===== src/rtl/sqrt_disp_pkg.sv =====
// sqrt_disp_pkg: shared FSM states, seven-segment patterns and width helpers
package sqrt_disp_pkg;

    typedef enum logic [1:0] {IDLE, SQRT, CONV, DONE} state_t;

    localparam logic [6:0] SEG_DASH  = 7'h3F;
    localparam logic [6:0] SEG_BLANK = 7'h7F;

    // active-low {g,f,e,d,c,b,a}; codes 10..15 never occur and stay dark
    localparam logic [15:0][6:0] SEG_TAB = {
        {6{SEG_BLANK}},
        7'h10, 7'h00, 7'h78, 7'h02, 7'h12,
        7'h19, 7'h30, 7'h24, 7'h79, 7'h40
    };

    function automatic int cw(input int n);
        return n < 2 ? 1 : $clog2(n);
    endfunction

    function automatic longint pow10(input int d);
        longint p = 1;
        for (int i = 0; i < d; i++) p = p * 10;
        return p;
    endfunction

endpackage


===== src/rtl/bin2bcd_seq.sv =====
// bin2bcd_seq: one shift-add-3 binary to BCD conversion, one bit per cycle
module bin2bcd_seq import sqrt_disp_pkg::*; #(
    parameter int WIDTH  = 12,
    parameter int DIGITS = 4
) (
    input  logic                  clk,
    input  logic                  reset,
    input  logic                  load,
    input  logic [WIDTH-1:0]      bin,
    output logic                  busy,
    output logic                  done,
    output logic [4*DIGITS-1:0]   bcd
);

    localparam int CW = cw(WIDTH);

    logic [WIDTH-1:0]    sh, src_bin;
    logic [4*DIGITS-1:0] src, adj;
    logic [CW-1:0]       cnt;

    assign busy = cnt != '0;

    // load performs the first step itself so a pass takes exactly WIDTH edges
    always_comb begin
        src     = load ? '0 : bcd;
        src_bin = load ? bin : sh;
        adj     = src;
        for (int i = 0; i < DIGITS; i++)
            adj[4*i +: 4] = src[4*i +: 4] >= 4'd5 ? src[4*i +: 4] + 4'd3 : src[4*i +: 4];
    end

    // shift register, digit accumulator and step counter; done marks bcd final
    always_ff @(posedge clk or posedge reset) begin
        if (reset) begin
            sh   <= '0;
            bcd  <= '0;
            cnt  <= '0;
            done <= 1'b0;
        end else begin
            done <= !load && cnt == CW'(1);
            if (load || busy) begin
                sh  <= src_bin << 1;
                bcd <= (4*DIGITS)'({adj, src_bin[WIDTH-1]});
                cnt <= load ? CW'(WIDTH - 1) : cnt - 1'b1;
            end
        end
    end

endmodule


===== src/rtl/sqrt_bcd_display.sv =====
// sqrt_bcd_display: integer square root with multiplexed seven-segment readout
module sqrt_bcd_display import sqrt_disp_pkg::*; #(
    parameter int WIDTH       = 12,
    parameter int DIGITS      = 4,
    parameter int REFRESH_DIV = 100000
) (
    input  logic               clk,
    input  logic               reset,
    input  logic [WIDTH-1:0]   a,
    input  logic               start,
    input  logic [1:0]         mode,
    input  logic               blank_lz,
    output logic               busy,
    output logic               valid,
    output logic [WIDTH/2-1:0] root,
    output logic [WIDTH/2:0]   rem,
    output logic [DIGITS-1:0]  an,
    output logic [6:0]         ca
);

    localparam int H  = WIDTH / 2;
    localparam int CW = cw(3 * WIDTH);
    localparam int RW = cw(REFRESH_DIV);
    localparam int IW = cw(DIGITS);
    localparam int BW = 4 * DIGITS;

    if (WIDTH % 2 != 0 || WIDTH < 4 || DIGITS < 1 || REFRESH_DIV < 2 ||
        (longint'(1) << WIDTH) - 1 >= pow10(DIGITS)) begin : g_bad_params
        $error("sqrt_bcd_display: illegal WIDTH/DIGITS/REFRESH_DIV combination");
    end

    state_t          state, nstate;
    logic [CW-1:0]   cnt;
    logic [WIDTH-1:0] x, a_cap, cbin;
    logic [H-1:0]    rt;
    logic [H:0]      rm, rm_n;
    logic [H+2:0]    rmt, trial;
    logic            ge, load, cbusy, cdone, show;
    logic [BW-1:0]   cbcd, s0, s1, s2, sel;
    logic [RW-1:0]   rc;
    logic [IW-1:0]   idx, nidx;
    logic [3:0]      d;
    logic [6:0]      ca_n;

    bin2bcd_seq #(.WIDTH(WIDTH), .DIGITS(DIGITS)) u_conv (
        .clk   (clk),
        .reset (reset),
        .load  (load),
        .bin   (cbin),
        .busy  (cbusy),
        .done  (cdone),
        .bcd   (cbcd)
    );

    // state register
    always_ff @(posedge clk or posedge reset) begin
        if (reset) state <= IDLE;
        else       state <= nstate;
    end

    // sequencing, converter launch and operand pick (a, root, rem in turn)
    always_comb begin
        nstate = state == IDLE ? (start ? SQRT : IDLE)
               : state == SQRT ? (cnt == CW'(H - 1) ? CONV : SQRT)
               : state == CONV ? (cnt == CW'(3 * WIDTH - 1) ? DONE : CONV)
               : IDLE;
        load   = state == CONV && !cbusy;
        cbin   = cnt < CW'(WIDTH) ? a_cap : cnt < CW'(2 * WIDTH) ? WIDTH'(rt) : WIDTH'(rm);
    end

    // one restoring square-root step on the next operand bit pair
    always_comb begin
        rmt   = {rm, x[WIDTH-1 -: 2]};
        trial = (H + 3)'({rt, 2'b01});
        ge    = rmt >= trial;
        rm_n  = ge ? (H + 1)'(rmt - trial) : rmt[H:0];
    end

    // datapath; finished BCD values shift in so slots end as a, root, rem
    always_ff @(posedge clk or posedge reset) begin
        if (reset) begin
            cnt   <= '0;
            x     <= '0;
            a_cap <= '0;
            rt    <= '0;
            rm    <= '0;
            root  <= '0;
            rem   <= '0;
            busy  <= 1'b0;
            valid <= 1'b0;
            s0    <= '0;
            s1    <= '0;
            s2    <= '0;
        end else begin
            cnt <= state != nstate ? '0 : cnt + 1'b1;
            if (state == IDLE && start) begin
                x     <= a;
                a_cap <= a;
                rt    <= '0;
                rm    <= '0;
                busy  <= 1'b1;
                valid <= 1'b0;
            end
            if (state == SQRT) begin
                x  <= x << 2;
                rt <= {rt[H-2:0], ge};
                rm <= rm_n;
            end
            if (cdone) {s2, s1, s0} <= {cbcd, s2, s1};
            if (state == DONE) begin
                root  <= rt;
                rem   <= rm;
                busy  <= 1'b0;
                valid <= 1'b1;
            end
        end
    end

    // pattern for the digit that will be lit after the next edge
    always_comb begin
        nidx = rc == RW'(REFRESH_DIV - 1) ? (idx == IW'(DIGITS - 1) ? '0 : idx + 1'b1) : idx;
        sel  = mode == 2'b00 ? s0 : mode == 2'b10 ? s2 : s1;
        d    = 4'(sel >> {nidx, 2'b00});
        show = !blank_lz || nidx == '0 || (sel >> {nidx, 2'b00}) != '0;
        ca_n = busy ? SEG_DASH : !valid ? SEG_BLANK : show ? SEG_TAB[d] : SEG_BLANK;
    end

    // refresh timer and registered digit/segment drive
    always_ff @(posedge clk or posedge reset) begin
        if (reset) begin
            rc  <= '0;
            idx <= '0;
            an  <= ~DIGITS'(1);
            ca  <= SEG_BLANK;
        end else begin
            rc  <= rc == RW'(REFRESH_DIV - 1) ? '0 : rc + 1'b1;
            idx <= nidx;
            an  <= ~(DIGITS'(1) << nidx);
            ca  <= ca_n;
        end
    end

endmodule


===== config.mk =====
export PLATFORM = sky130hd
export DESIGN_NAME = sqrt_bcd_display
export DESIGN_NICKNAME = d
export VERILOG_FILES = /design/src/rtl/sqrt_disp_pkg.sv /design/src/rtl/bin2bcd_seq.sv /design/src/rtl/sqrt_bcd_display.sv
export SDC_FILE = /design/constraint.sdc
export NUM_CORES = 1
export LEC_CHECK = 0
export CAP_MARGIN = 20
export CORE_MARGIN = 1
export CORE_UTILIZATION = 62
export CTS_BUF_LIST = sky130_fd_sc_hd__clkbuf_2
export CTS_CLUSTER_SIZE = 16
export DETAILED_ROUTE_END_ITERATION = 12
export PLACE_DENSITY = 0.8
export SYNTH_ARGS = -nofsm -noshare
export SYNTH_HDL_FRONTEND = slang
export SYNTH_SLANG_ARGS = --single-unit

===== constraint.sdc =====
create_clock -name clk -period 7.9 [get_ports clk]
set_clock_uncertainty 0.15 [all_clocks]
set_input_delay 1.975 -clock clk [delete_from_list [all_inputs] [get_ports clk]]
set_output_delay 1.975 -clock clk [all_outputs]
set_load 0.05 [all_outputs]

==> impl_metrics.csv, run 1 <==
group,metric,value,unit
outcome,outcome,"finished, final reports clean",
route,drtAntennaViolNets,0,
grt,grt.total_usage,27.00,%
sta,fin_hold_ws,355.7,ps
sta,period_needed,5183,ps
worst_setup_path,max_stage_delay,1210,ps
run,drv_cap,0,
sta,rsz0062_at_grt,"no",
die,rows,42,
layout,fillers,988,
worst_setup_path,path_buf_inv,2,
synth,synth_warnings,0,
route,drt-initial-drc-count,552,
synth,syn_area,8571,µm²
worst_setup_path,cp_data_arrival_time,5690,ps
synth,synth_edf_count,0,
power,powerDensity,193.7,nW/µm²
clocking,clk_latency,720,ps
clocking,postCtsSetupRepairBufs,0,
grt,grt_pass1_vias,6335,
die,boundaryPins,44,
place,routabilityCongestion,0.9169,
worst_setup_path,r2r-start,"rc[13]$_DFF_PP0_",
sta,hold_viol_final,0,
layout,layout-drive-gt1-share,15.67,%
clocking,htree_levels,4,
worst_setup_path,crit_chain,"clkdlybuf4s50_1 > o21ai_0 > and2_1 > o21ai_0 > a32oi_2 > inv_1 > ha_1 > o2111ai_1 > o41ai_1 > a41oi_2 > o21ai_1",
worst_hold_path,hold_path_depth,2,
route,drc,0,
worst_setup_path,worstSetupPathDepth,11,
worst_setup_path,crit_fanout,30,
synth,synth_cell_types,77,
synth,seq_area_frac_synth,49.78,%
clocking,cts_buffers,17,
clocking,clock-root-buffer,"clkbuf_2",
worst_setup_path,crit_family,"compound AO/OA/AOI/OAI gates",
grt,grt_max_degree,122,
die,core_area,13350,µm²
sta,fmax,192.9,MHz
clocking,cts_buffer_depth,2,
worst_setup_path,critPathLaunchType,"input port",
die,die_h,119.6,µm
worst_setup_path,crit_slowest_cell,"clkdlybuf4s50_1",
route,viasPerCell,6.047,
synth,synthFlopType,"dfrtp_1",
clocking,cts_hold_buf,0,
synth,synth_area_per_cell,10.46,µm²
route,first_pass_iters,8,
synth,syn_inst,819,
sta,post-route-period-util,65.61,%
sta,setup_viol,0,
power,power.total,1809,µW
worst_setup_path,critPathRequiredTime,8400,ps
layout,syn_to_final_growth,8.964,%
worst_setup_path,r2r_cells,11,
route,num_vias,6240,
die,initial_core_util,64.21,%
power,peakVddDrop,0.0001823,V
place,hpwlAfterDp,12.65,mm
synth,syn_nets,865,
power,p_leak,0.004338,µW
route,routed_wl,18.04,mm
synth,ys_seq_elements,170,
worst_setup_path,cp-startpoint,"mode[0]",
sta,slew_headroom,25.86,%
grt,grt_overflow,0,
sta,tightest_slew,1109,ps
clocking,path_clk_slew,210,ps
clocking,numClockSinks,170,
place,io_buffers,43,
sta,fin_tns_setup,0,ps
layout,fin_nets,890,
grt,antenna_found_initial,1,
synth,synth_async_sr_flop_share,100.0,%
die,die_w,119.6,µm
sta,drv_slew,0,
clocking,cts_tree,"done",
clocking,cts_resized,0,
die,fp.dieArea,14300,µm²
worst_setup_path,setup.worst_path.end_class,"flip-flop",
worst_setup_path,crit_top_cell,"o21ai_0",
worst_setup_path,critPathKind,"input port to flip-flop",
grt,grt_pass1_wl,30.64,mm
worst_hold_path,hold_class,"flip-flop to flip-flop",
route,wl_per_cell,17.48,µm
worst_hold_path,worstHoldStart,"a_cap[11]$_DFFE_PP0P_",
==> final cells by class <==
cell class | count | area, µm² | share of cell area [%]
inverters | 28 | 112.6 | 1.206
flip-flops and latches | 170 | 4268 | 45.70
diodes | 1 | 2.502 | 0.02680
repair buffers | 48 | 488.0 | 5.225
clock inverters | 10 | 126.4 | 1.353
multi-input cells | 579 | 4021 | 43.06
well taps | 176 | 220.2 | 2.358
clock buffers | 20 | 100.1 | 1.072
==> cells by family (layout without fill, tap and decap cells) <==
kind of cell / Yosys count / count (layout) / synth area share, %
adder cells (fa/ha/maj): 28 / 28 / 4.088
multiplexers: 91 / 91 / 12.16
AO/OA/AOI/OAI: 168 / 168 / 13.50
flip-flops: 170 / 170 / 49.78
AND/OR/NAND/NOR: 265 / 265 / 14.41
other: 0 / 1 / 0
XOR/XNOR: 27 / 27 / 2.759
buffers and inverters: 70 / 106 / 3.299
==> tightest hold or removal path, stage by stage (launching register included) <==
cell     delay [ps]
dfrtp_1         390
nand2_1          50
nand2_1          50
==> routing by layer <==
metal | GRT usage (%) | vias up | wire length, µm
li1 | - | 2958 | -
met1 | 33.65 | 3080 | 7625
met2 | 47.33 | 168 | 9399
met3 | 5.133 | 34 | 725
met4 | 8.672 | 0 | 290
met5 | 0 | - | 0
==> sequential cells by signal, indices dropped and copies added (netlist names), 7 cells and up <==
signal      flops
ca              7
x              12
s2             16
s1             16
a_cap          12
rem             7
rc             17
s0             16
rm              7
u_conv.sh      11
u_conv.bcd     16
==> Yosys cell counts (5+ instances only) <==
cell | number | area, µm²
or3_1 | 7 | 43.79
ha_1 | 28 | 350.3
clkbuf_1 | 32 | 120.1
dfstp_2 | 10 | 262.8
a31oi_1 | 8 | 50.05
nand4_1 | 7 | 43.79
xnor2_1 | 12 | 105.1
nor3_1 | 10 | 50.05
and2_1 | 5 | 31.28
nand2_1 | 110 | 412.9
nor2_1 | 54 | 202.7
nand2b_1 | 7 | 43.79
dfrtp_1 | 160 | 4004
buf_1 | 6 | 22.52
nand3_1 | 33 | 165.2
o21ai_0 | 45 | 225.2
o31ai_1 | 17 | 127.6
mux2i_1 | 22 | 220.2
a211oi_1 | 11 | 82.58
inv_1 | 26 | 97.59
a21oi_1 | 26 | 130.1
and3_1 | 7 | 43.79
xor2_1 | 15 | 131.4
nor2b_1 | 7 | 43.79
mux2_2 | 64 | 720.7
a22oi_1 | 8 | 60.06
==> where the power goes <==
| group | leakage [µW] | internal, µW | total (µW) | switching (µW) |
|---|---|---|---|---|
| sequential | 0.00226 | 924 | 981 | 56.6 |
| clock | 0.000149 | 174 | 457 | 284 |
| combinational | 0.00193 | 149 | 370 | 221 |
| total | 0.00434 | 1250 | 1810 | 562 |
==> through the flow <==
stage / cell area, µm² / util, % / cells / setup WS, ps
detailed placement: 9082 / 68.04 / 1000 / 2035
finish: 9339 / 69.97 / 1032 / 2717
floorplan: 8571 / - / 819 / 1188
global route: 9339 / 69.97 / 1032 / 2517
CTS: 9309 / 69.74 / 1030 / 2826
global placement: 9082 / 68.04 / 1000 / 2185
==> final timing paths <==
kind                                        endpoint  slack (ps)
hold reg to reg                a_cap[11]$_DFFE_PP0P_         360
setup reg to reg                     ca[3]$_DFF_PP1_        3570
hold / removal                 a_cap[11]$_DFFE_PP0P_         360
min in group asynchronous  u_conv.cnt[1]$_DFFE_PP0P_        1490
setup / recovery                     ca[3]$_DFF_PP1_        2720
max in group asynchronous           cnt[5]$_DFF_PP0_        4740
==> placed cells by master (no fill, tap or decap), types with 8 or more instances in the layout <==
cell	netlist	layout
o21ai_0	45	45
xnor2_1	12	12
a22oi_1	8	8
nor3_1	10	10
nand2_1	110	110
o31ai_1	17	17
a211oi_1	11	11
dfrtp_1	160	159
nand3_1	33	33
mux2_2	64	64
a31oi_1	8	8
xor2_1	15	15
nor2_1	54	54
clkbuf_2	0	20
ha_1	28	28
inv_1	26	25
clkdlybuf4s50_1	0	43
mux2i_1	22	22
a21oi_1	26	26
dfstp_2	10	10
No activity file was read; power rests on OpenSTA's default activity.
==> inputs of run 2 (changes only) <==
--- a/config.mk
+++ b/config.mk
@@ -7,11 +7,11 @@
 export LEC_CHECK = 0
 export CAP_MARGIN = 20
 export CORE_MARGIN = 1
-export CORE_UTILIZATION = 62
+export CORE_UTILIZATION = 56
 export CTS_BUF_LIST = sky130_fd_sc_hd__clkbuf_2
 export CTS_CLUSTER_SIZE = 16
 export DETAILED_ROUTE_END_ITERATION = 12
-export PLACE_DENSITY = 0.8
+export PLACE_DENSITY = 0.76
 export SYNTH_ARGS = -nofsm -noshare
 export SYNTH_HDL_FRONTEND = slang
 export SYNTH_SLANG_ARGS = --single-unit
==> constraint.sdc (replaced) <==
create_clock -name clk -period 4.36 [get_ports clk]
set_clock_uncertainty 0.15 [all_clocks]
set_input_delay 1.09 -clock clk [delete_from_list [all_inputs] [get_ports clk]]
set_output_delay 1.09 -clock clk [all_outputs]
set_load 0.05 [all_outputs]
==> impl_metrics.csv, run 2 (synthesized netlist as in run 1, its figures left out) <==
group,metric,value,unit
clocking,path_clk_slew,220,ps
grt,antenna_found_initial,1,
route,routed_wl,18.24,mm
layout,largest_register_ffs,17,
grt,grt_pass1_vias,6413,
route,wl_per_cell,17.43,µm
place,hpwlAfterDp,12.90,mm
worst_setup_path,setup.worst_path.end_class,"flip-flop",
power,p_seq_share,55.3,%
clocking,clock-root-buffer,"clkbuf_2",
worst_setup_path,critPathLaunchType,"flip-flop",
run,drv_cap,0,
worst_hold_path,hold_path_depth,2,
power,p_leak,0.004344,µW
power,powerDensity,343.5,nW/µm²
die,boundaryPins,44,
power,pwr-share-clk,24.3,%
layout,layout-drive-gt1-share,16.38,%
worst_setup_path,crit_fanout,9,
power,peakVddDrop,0.0002863,V
sta,drv_slew,0,
clocking,postCtsSetupRepairBufs,0,
layout,largest_register,"rc",
sta,period_needed,3920,ps
layout,utilization,63.59,%
place,io_buffers,43,
die,fp.dieArea,15800,µm²
worst_setup_path,cp_data_arrival_time,4440,ps
sta,fmax,255.1,MHz
worst_setup_path,critPathKind,"flip-flop to flip-flop",
power,swShare,31.91,%
route,drtAntennaViolNets,0,
route,drt-initial-drc-count,586,
clocking,cts_buffer_depth,2,
clocking,numClockSinks,170,
sta,slew_headroom,29.94,%
route,first_pass_iters,5,
power,combPwrFrac,20.5,%
layout,layout.cells.most_common,"dfrtp_1",
place,dpl.cell_count,1015,
clocking,clk_latency,740,ps
layout,fin_cells,1046,
place,postPlaceCellArea,9156,µm²
worst_hold_path,hold_class,"flip-flop to flip-flop",
clocking,cts_hold_buf,0,
route,drc,0,
die,die_w,125.7,µm
sta,setup_viol,0,
clocking,cts_tree,"done",
layout,fin_nets,896,
sta,post-route-period-util,89.91,%
clocking,htree_levels,4,
place,routabilityCongestion,0.9543,
sta,tightest_slew,1051,ps
layout,syn_to_final_growth,9.474,%
grt,grt_max_degree,171,
outcome,outcome,"finished, final reports clean",
route,viasPerCell,6.010,
layout,fillers,1184,
die,core_area,14750,µm²
worst_setup_path,critPathRequiredTime,4880,ps
sta,fin_tns_setup,0,ps
die,initial_core_util,58.09,%
layout,final_cell_mix,"159 x dfrtp_1, 110 x nand2_1, 64 x mux2_2",
worst_setup_path,r2r_cells,11,
die,die_h,125.7,µm
grt,grt_overflow,0,
power,p_sw,1029,µW
sta,rsz0062_at_grt,"no",
die,rows,44,
layout,fin_area,9383,µm²
clocking,cts_buffers,17,
route,num_vias,6286,
grt,grt_pass1_wl,31.46,mm
power,intPower,2195,µW
grt,grt.total_usage,25.00,%
sta,hold_viol_final,0,
-- run 2: power groups by stage --
stage	registers, µW	clock network, µW	logic, µW
2_1_floorplan	1780	0	487
3_3_place_gp	1800	0	621
3_5_place_dp	1810	0	650
4_1_cts	1780	805	653
5_1_grt	1790	863	745
6_report	1780	782	659
-- run 2: area by class of cell --
class | count | area [µm²] | share of cell area, %
Inverter | 28 | 111.4 | 1.187
Clock inverter | 13 | 131.4 | 1.400
Tap cell | 184 | 230.2 | 2.454
Sequential cell | 170 | 4268 | 45.49
Multi-Input combinational cell | 579 | 4029 | 42.94
Timing Repair Buffer | 54 | 525.5 | 5.601
Clock buffer | 17 | 85.08 | 0.9068
Antenna cell | 1 | 2.502 | 0.02667
-- run 2: stage by stage --
| stage | hold WS [ps] | setup slack (ps) | total power, µW |
|---|---|---|---|
| CTS | 353.0 | 265.0 | 3237 |
| floorplan | 289.1 | 497.9 | 2268 |
| global route | 388.0 | 212.6 | 3402 |
| global placement | 299.3 | 65.18 | 2419 |
| detailed placement | 311.3 | -66.69 | 2455 |
| finish | 352.1 | 439.9 | 3223 |
-- run 2: layer usage --
metal | part of all wire, % | track usage (%)
met4 | 1.3 | 8.895
met2 | 48 | 39.35
met3 | 3.9 | 4.758
met1 | 47 | 34.73
met5 | 0 | 0
-- run 2: final timing paths --
path	start	to	slack, ps
max in group asynchronous	reset	idx[0]$_DFF_PP0_	2630
worst max register to register	rc[13]$_DFF_PP0_	ca[3]$_DFF_PP1_	440
worst max-delay path	rc[13]$_DFF_PP0_	ca[3]$_DFF_PP1_	440
min in group asynchronous	reset	rc[2]$_DFF_PP0_	790
worst min register to register	u_conv.sh[5]$_DFFE_PP0P_	u_conv.sh[6]$_DFFE_PP0P_	350
worst min-delay path	u_conv.sh[5]$_DFFE_PP0P_	u_conv.sh[6]$_DFFE_PP0P_	350
-- run 2: worst max-delay path, cell delays in order, from the launching register on --
cell and delay (ps):
dfrtp_1 460, or4b_4 570, or4_4 660, mux2i_4 300
inv_2 160, a21o_2 210, o22ai_1 180, ha_1 220
o2111ai_1 140, o41ai_2 380, a41oi_2 280, o21ai_1 150
-- run 2: what timing repair did --
item / CTS / global route
setup endpoints to repair: 0 / 1
hold endpoints to repair: 0 / 0
gates resized for setup: 0 / 1
